$ cat src/rtl/can_rx_uplink_arbiter_pkg.sv
// Shared types and default sizes for the CAN RX -> elink uplink arbiter.
package mopshub_arb_pkg;

  typedef enum logic [1:0] {
    IDLE  = 2'd0,
    GRANT = 2'd1,
    WAIT  = 2'd2
  } arb_state_t;

  localparam int N_BUS_DEF       = 16;
  localparam int DATA_W_DEF      = 76;
  localparam int SEL_W_DEF       = 5;
  localparam int TIMEOUT_CYC_DEF = 1024;

endpackage

$ cat src/rtl/can_rx_uplink_arbiter_rr_pick.sv
// Round-robin winner selection: first eligible bus after last_grant, wrapping,
// with last_grant itself considered last.
module rr_pick
  import mopshub_arb_pkg::*;
#(
  parameter int N_BUS = N_BUS_DEF,
  parameter int SEL_W = SEL_W_DEF
) (
  input  logic [N_BUS-1:0] i_eligible,
  input  logic [SEL_W-1:0] i_last_grant,
  output logic [SEL_W-1:0] o_winner,
  output logic             o_any_valid
);

  localparam int IDX_W = (N_BUS > 1) ? $clog2(N_BUS) : 1;

  logic [IDX_W-1:0] w_idx;

  // Scan from the farthest offset down so the nearest eligible bus is written last.
  always_comb begin
    o_winner    = '0;
    o_any_valid = 1'b0;
    w_idx       = '0;
    for (int k = N_BUS; k >= 1; k--) begin
      w_idx = IDX_W'((int'(i_last_grant) + k) % N_BUS);
      if (i_eligible[w_idx]) begin
        o_winner    = SEL_W'(w_idx);
        o_any_valid = 1'b1;
      end
    end
  end

endmodule

$ cat src/rtl/can_rx_uplink_arbiter.sv
// Shares the single elink uplink among the CAN RX frame buffers: grants one bus,
// captures its frame, and holds it until the encoder consumes it or a timeout drops it.
//
// state | meaning
// IDLE  | no frame in flight; pick a winner among eligible buses
// GRANT | frame captured, ack/irq pulse visible for this one cycle
// WAIT  | frame held for the encoder; count cycles toward timeout
module can_rx_uplink_arbiter
  import mopshub_arb_pkg::*;
#(
  parameter int N_BUS       = N_BUS_DEF,
  parameter int DATA_W      = DATA_W_DEF,
  parameter int SEL_W       = SEL_W_DEF,
  parameter int TIMEOUT_CYC = TIMEOUT_CYC_DEF
) (
  input  logic                    clk,
  input  logic                    rst,
  input  logic [SEL_W-1:0]        n_buses,
  input  logic [N_BUS-1:0]        bus_req,
  input  logic [N_BUS*DATA_W-1:0] bus_data,
  output logic [N_BUS-1:0]        bus_ack,
  input  logic                    uplink_done,
  output logic [SEL_W-1:0]        can_rec_select,
  output logic [DATA_W-1:0]       data_rec_uplink,
  output logic                    irq_elink_rec,
  output logic                    arb_busy,
  output logic                    timeout_err
);

  localparam int              CNT_W    = $clog2(TIMEOUT_CYC + 1);
  localparam logic [CNT_W-1:0] CNT_LAST = CNT_W'(TIMEOUT_CYC - 1);

  arb_state_t         r_state;
  logic [CNT_W-1:0]   r_cnt;
  logic [SEL_W-1:0]   r_last_grant;
  logic [SEL_W-1:0]   r_sel;
  logic [DATA_W-1:0]  r_data;
  logic [N_BUS-1:0]   r_ack;
  logic               r_irq;
  logic               r_tout;

  logic [N_BUS-1:0]   w_eligible;
  logic [SEL_W-1:0]   w_winner;
  logic               w_any_valid;

  // Buses above n_buses are masked; values >= N_BUS-1 leave every bus enabled.
  always_comb begin
    w_eligible = '0;
    for (int i = 0; i < N_BUS; i++) begin
      w_eligible[i] = bus_req[i] && (i <= int'(n_buses));
    end
  end

  rr_pick #(
    .N_BUS (N_BUS),
    .SEL_W (SEL_W)
  ) u_rr_pick (
    .i_eligible   (w_eligible),
    .i_last_grant (r_last_grant),
    .o_winner     (w_winner),
    .o_any_valid  (w_any_valid)
  );

  always_ff @(posedge clk or negedge rst) begin
    if (!rst) begin
      r_state      <= IDLE;
      r_cnt        <= '0;
      r_last_grant <= SEL_W'(N_BUS - 1);
      r_sel        <= '0;
      r_data       <= '0;
      r_ack        <= '0;
      r_irq        <= 1'b0;
      r_tout       <= 1'b0;
    end else begin
      r_ack  <= '0;
      r_irq  <= 1'b0;
      r_tout <= 1'b0;
      case (r_state)
        IDLE: begin
          if (w_any_valid) begin
            r_sel   <= w_winner;
            r_data  <= bus_data[int'(w_winner)*DATA_W +: DATA_W];
            r_ack   <= N_BUS'(1) << w_winner;
            r_irq   <= 1'b1;
            r_state <= GRANT;
          end
        end
        GRANT: begin
          r_cnt   <= '0;
          r_state <= WAIT;
        end
        WAIT: begin
          // last_grant moves only on exit so the next IDLE pick skips this bus.
          if (uplink_done) begin
            r_last_grant <= r_sel;
            r_state      <= IDLE;
          end else if (r_cnt == CNT_LAST) begin
            r_tout       <= 1'b1;
            r_last_grant <= r_sel;
            r_state      <= IDLE;
          end else if (r_cnt != '1) begin
            r_cnt <= r_cnt + CNT_W'(1);
          end
        end
        default: r_state <= IDLE;
      endcase
    end
  end

  assign bus_ack         = r_ack;
  assign can_rec_select  = r_sel;
  assign data_rec_uplink = r_data;
  assign irq_elink_rec   = r_irq;
  assign timeout_err     = r_tout;
  assign arb_busy        = (r_state == GRANT) || (r_state == WAIT);

endmodule

$ cat config.mk
export PLATFORM = sky130hd
export DESIGN_NAME = can_rx_uplink_arbiter
export DESIGN_NICKNAME = d
export VERILOG_FILES = /design/src/rtl/can_rx_uplink_arbiter_pkg.sv /design/src/rtl/can_rx_uplink_arbiter_rr_pick.sv /design/src/rtl/can_rx_uplink_arbiter.sv
export SDC_FILE = /design/constraint.sdc
export NUM_CORES = 1
export LEC_CHECK = 0
export ABC_AREA = 1
export CORE_AREA = 2 2 520 522
export DETAILED_ROUTE_END_ITERATION = 10
export DIE_AREA = 0 0 522 524
export PLACE_DENSITY = 0.32
export SYNTH_ARGS = -nofsm -noshare
export SYNTH_HDL_FRONTEND = slang
export SYNTH_HIERARCHICAL = 1
export SYNTH_SLANG_ARGS = --single-unit
$ cat constraint.sdc
create_clock -name clk -period 5.7 [get_ports clk]
set_input_delay 0.57 -clock clk [delete_from_list [all_inputs] [get_ports clk]]
set_output_delay 0.57 -clock clk [all_outputs]
set_load 0.005 [all_outputs]
==> run metrics, run 1 <==
Worst Min Path Start=data_rec_uplink[28]; Bufs and invs on worst path=9; Num CTS Buffers=17; worst-margin pin slew=0.7569 ns; Max Buffers Root-to-Sink=2; unrepaired setup endpoints after global routing=no; final core utilization=14.43%; synthesized netlist cell count=3354; port buffer count=1339; syn nets=4606; clk sink count=116; number of levels the H-tree was split into=4; kind of capture point of the worst setup path=flop; Hold/Removal Path Class=reg -> reg; maximum clock frequency=184.3 MHz; area growth from synthesis to layout=125.1%; Yosys warnings=6; average cell area after synthesis=5.111 um2; Max-cap violations=0; hold slack final=0.4838 ns; all-layer global routing usage=18.09%; cell count of the worst hold path=2; maximum fanout along the worst path=34; setup slack of the critical path after layout=0.2746 ns; NumNets Final=6110; number of endpoints failing setup at the final stage=0; highest cell delay on the worst timing path=0.53 ns; max_slew headroom=49.54%; Detail Placement HPWL=228200 um; category of cells accounting for the largest share of critical-path delay=buffers and inverters; CP required=6.20 ns; die span in x=522 um; R2R Path Start=r_last_grant[1]; final antenna-violating net count=0; time the worst path needs with I/O delays and setup=5.425 ns; wirelength, routed=258300 um; fraction of final layout cells with drive strength greater than 1=9.405%; remaining design rule violation count=0; end of the worst register-to-register path=data_rec_uplink[29]; routability-driven placement congestion ratio=0.9375; CP dominant cell by count=nand2_1; via count=30019; antenna violations before repair=184; average wire per cell in the routed design=30.51 um; slack of the worst reg-to-reg path=0.27 ns; first-pass GRT wire length=320600 um; drt first pass iters=5; number of hold violations in the final report=0; kind of launch point of the worst setup path=flop; largest net degree at the start of global routing=80; area of the core=267400 um2; number of placement rows=190; CTS tree=yes; setup slack after placement=-0.2444 ns; drt first-iter violations=2485; starting density of the core=6.410%; fin crit share=95.18%; destination of the worst hold path=data_rec_uplink[28]; Reg clk slew, reported paths=0.09 ns; vias in the first global route=29989; post-synthesis instance area=17140 um2; critical path start-end classification=reg -> reg; final slew viol count=0; leftover overflow at the end of global routing=0; vias per inst=3.546; setup skew after layout=0.03414 ns; reg2reg path depth=30; number of top-level pins=1340; vertical die dimension=524 um; clk root buf=clkbuf_16; source-to-sink clock delay at the later pin of the worst-skew pair=0.56 ns; Die Footprint=273500 um2; Crit path arrival time=5.92 ns; outcome=finished, final reports clean; library cell contributing the largest single delay on the critical path=dfstp_2
[per-stage QoR]
step / std cells / area [um2] / setup TNS, ns
6_report: 8465 / 38590 / 0
3_5_place_dp: 8385 / 37820 / -0.4481
3_3_place_gp: 8385 / 37820 / -2.072
2_1_floorplan: 3354 / 17140 / 0
5_1_grt: 8433 / 38510 / 0
4_1_cts: 8417 / 38410 / 0
[flip-flops by register name (all words and copies together), names as in the netlist]
name	count
r_state	2
r_last_grant	4
r_cnt	11
data_rec_uplink	76
timeout_err	1
irq_elink_rec	1
bus_ack	16
can_rec_select	5
[worst max-delay path by stage]
stage	from	cells after the start	slack (ns)	end
finish	r_last_grant[1]	30	0.27	data_rec_uplink[29]
global route	r_last_grant[0]	34	0.03	data_rec_uplink[65]
CTS	r_last_grant[1]	27	0.18	data_rec_uplink[24]
detailed placement	n_buses[3]	35	-0.24	data_rec_uplink[24]
global placement	n_buses[3]	35	-0.36	data_rec_uplink[24]
floorplan	r_last_grant[1]	39	1.96	data_rec_uplink[51]
[layout by cell type (no fill, tap or decap), types with 2 or more instances in the layout]
cell type,count
dfrtp_1,112
nand4_1,187
o21ai_0,13
clkbuf_8,2
clkbuf_16,17
nand2_1,1364
a21oi_1,278
inv_1,303
xor2_1,5
bufinv_16,2
nand2_2,11
inv_2,9
buf_4,287
clkinvlp_4,2
diode_2,43
ha_1,12
buf_12,92
nor2_4,4
clkdlybuf4s50_1,1338
a22oi_1,4
o21ai_1,14
o21a_1,2
nor3_1,10
clkinv_4,5
nand2_4,2
or2_2,4
nor4_1,4
nand3_1,479
dfstp_2,4
a21oi_4,3
nor2_1,275
nand3_2,2
clkinv_2,3
inv_4,3
[timing repair]
item | CTS | global route
hold buffers | 1 | 0
resized for setup | 0 | 2
buffers inserted | 0 | 5
endpoints found under the setup margin | 0 | 2
endpoints found under the hold margin | 2 | 0
[per-layer routing]
metal / up-vias / GRT usage (%) / part of all wire (%)
met2: 1501 / 27.94 / 44
li1: 13856 / - / -
met4: 106 / 2.384 / 1.2
met1: 14308 / 24.27 / 45
met5: - / 0 / 0.26
met3: 248 / 6.794 / 9.5
[area by class of cell]
class | instances | area [um2]
well taps | 3552 | 4444
flip-flops and latches | 116 | 2908
inverters | 318 | 1214
multi-input cells | 2686 | 11930
repair buffers | 1719 | 17410
fillers | 31143 | 228900
diodes | 43 | 107.6
clock buffers | 19 | 442.9
clock inverters | 12 | 133.9
[tightest hold or removal path: stages, from the launching register on]
cell	delay, ns
dfrtp_1	0.34
nand2_1	0.06
nand2_1	0.05
Power of run 1 is not shown: default switching activity piles up to over one toggle a cycle in this logic, so the estimate is an artifact.
==> run 2: changes to the inputs <==
- CORE_AREA: 2 2 520 522 -> 2 2 526 528
- CTS_CLUSTER_SIZE: unset -> 28
- DIE_AREA: 0 0 522 524 -> 0 0 528 530
- clock period: 5.7 -> 4.8 ns (I/O delays scaled with it)
==> run 2 against run 1 <==
Compared with the run above:
- clock skew down 0.0022 ns
- critical path type unchanged
- core utilization up 0.25 points
- worst hold slack improved by 0.0014 ns
- highest routed layer unchanged
- flip-flop and latch count stayed put
- sequential share of layout area shrank 0.33 points
==> run metrics, run 2 (synthesis results as in run 1) <==
outcome=finished, final reports clean; library cell contributing the largest single delay on the critical path=dfstp_2; drt first-iter violations=2361 (-5.0%); area growth from synthesis to layout=135.3%; Crit path arrival time=5.13 ns (-0.79 ns); starting density of the core=6.239% (-0.17 points); worst-margin pin slew=0.8237 ns (+0.06678 ns); max_slew headroom=45.09% (-4.5 points); NumNets Final=6229 (+1.9%); number of hold violations in the final report=0 (unchanged); leftover overflow at the end of global routing=0 (unchanged); antenna violations before repair=188 (+2.2%); CP required=5.22 ns (-0.98 ns); Detail Placement HPWL=222600 um (-2.5%); clk sink count=116 (unchanged); Num CTS Buffers=17 (unchanged); CTS tree=yes; fraction of final layout cells with drive strength greater than 1=13.09% (+3.7 points); Max Buffers Root-to-Sink=2 (unchanged); setup skew after layout=0.03196 ns (-0.002185 ns); time the worst path needs with I/O delays and setup=4.713 ns (-0.7121 ns); unrepaired setup endpoints after global routing=yes; post-placement cell count=8536 (+1.8%); all-layer global routing usage=17.16% (-0.94 points); drt first pass iters=6 (+1); vias per inst=3.483 (-1.8%); CP dominant cell by count=nand2_1; via count=30089 (+0.23%); fill cell total of the finished layout=31910 (+2.5%); final slew viol count=0 (unchanged); setup slack after placement=-0.6931 ns (-0.4487 ns); area of the core=274800 um2 (+2.8%); Register Area=2908 um2 (unchanged); setup slack of the critical path after layout=0.08666 ns (-0.1879 ns); number of endpoints failing setup at the final stage=0 (unchanged); maximum clock frequency=212.2 MHz (+15%); max FFs per register=76 (unchanged); Hold/Removal Path Class=reg -> reg; kind of capture point of the worst setup path=flop; clk root buf=clkbuf_16; fin crit share=98.19% (+3.0 points); maximum fanout along the worst path=12 (-65%); highest cell delay on the worst timing path=0.58 ns (+0.05 ns); leading cell type in the layout, fill and taps excluded=nand2_1; remaining design rule violation count=0 (unchanged); area of the multi-input gates=12260 um2 (+2.8%); source-to-sink clock delay at the later pin of the worst-skew pair=0.55 ns (about the same); die span in x=528 um (+1.1%); number of placement rows=193 (+1.6%); average wire per cell in the routed design=29.24 um (-4.2%); port buffer count=1339 (unchanged); routability-driven placement congestion ratio=0.9121 (-2.7%); Reg clk slew, reported paths=0.08 ns (about the same); commonest non-fill, non-tap cells in the layout=nand2_1 (1345), clkdlybuf4s50_1 (1336), nand3_1 (455); final standard cell count with taps included and fillers excluded=8639 (+2.1%); final antenna-violating net count=0 (unchanged); vias in the first global route=30086 (+0.32%); vertical die dimension=530 um (+1.1%); largest net degree at the start of global routing=84 (+5.0%); Max-cap violations=0 (unchanged); first-pass GRT wire length=312800 um (-2.4%); number of levels the H-tree was split into=4 (unchanged); critical path start-end classification=reg -> reg; Die Footprint=279800 um2 (+2.3%); number of top-level pins=1340 (unchanged); wirelength, routed=252600 um (-2.2%); kind of launch point of the worst setup path=flop
run 2: through the flow:
stage	hold WS [ns]	setup TNS (ns)	instance area (um2)	utilization, %
finish	0.4853	0	40350	14.68
global placement	0.4709	-49.02	38890	14.15
detailed placement	0.4686	-32.08	38890	14.15
global route	0.5070	-0.3761	40270	14.65
floorplan	0.1844	0	17140	-
CTS	0.4887	0	39640	14.42
run 2: final cells by class:
type | instances | share of cell area, %
well taps | 3607 | 11.19
inverters | 318 | 3.014
flip-flops and latches | 116 | 7.207
clock buffers | 17 | 1.054
multi-input cells | 2686 | 30.39
repair buffers | 1838 | 46.47
diodes | 42 | 0.2605
clock inverters | 15 | 0.4218
run 2: per-layer routing:
| layer | GRT usage, % | wire, um |
|---|---|---|
| met1 | 22.45 | 112700 |
| met2 | 27.28 | 112600 |
| met3 | 6.544 | 23960 |
| met4 | 1.890 | 2740 |
| met5 | 0 | 608 |
run 2: worst max-delay path: cells and delay by family, from the launching register on:
family	cells	cell delay, ns
adder cells (fa/ha/maj)	1	0.28
AND/OR/NAND/NOR	19	1.61
flip-flops	1	0.58
AO/OA/AOI/OAI	4	0.55
buffers and inverters	10	1.47
run 2: worst paths after layout:
path / from / endpoint / slack (ns) / cells after the start
max reg2reg: r_last_grant[0] / data_rec_uplink[21] / 0.09 / 34
max: r_last_grant[0] / data_rec_uplink[21] / 0.09 / 34
min: data_rec_uplink[47] / data_rec_uplink[47] / 0.49 / 2
min in group asynchronous: rst / bus_ack[1] / 0.51 / 2
min reg2reg: data_rec_uplink[47] / data_rec_uplink[47] / 0.49 / 2
max in group asynchronous: rst / data_rec_uplink[19] / 3.24 / 3
run 2: what timing repair did:
item	in CTS	in global routing
cloned	1	3
setup endpoints to repair	38	77
pin swaps	4	23
hold endpoints to repair	11	0
hold buffers	1	0
gates resized for setup	13	95
buffers inserted	7	20
Power of run 2 is left out for the same reason.
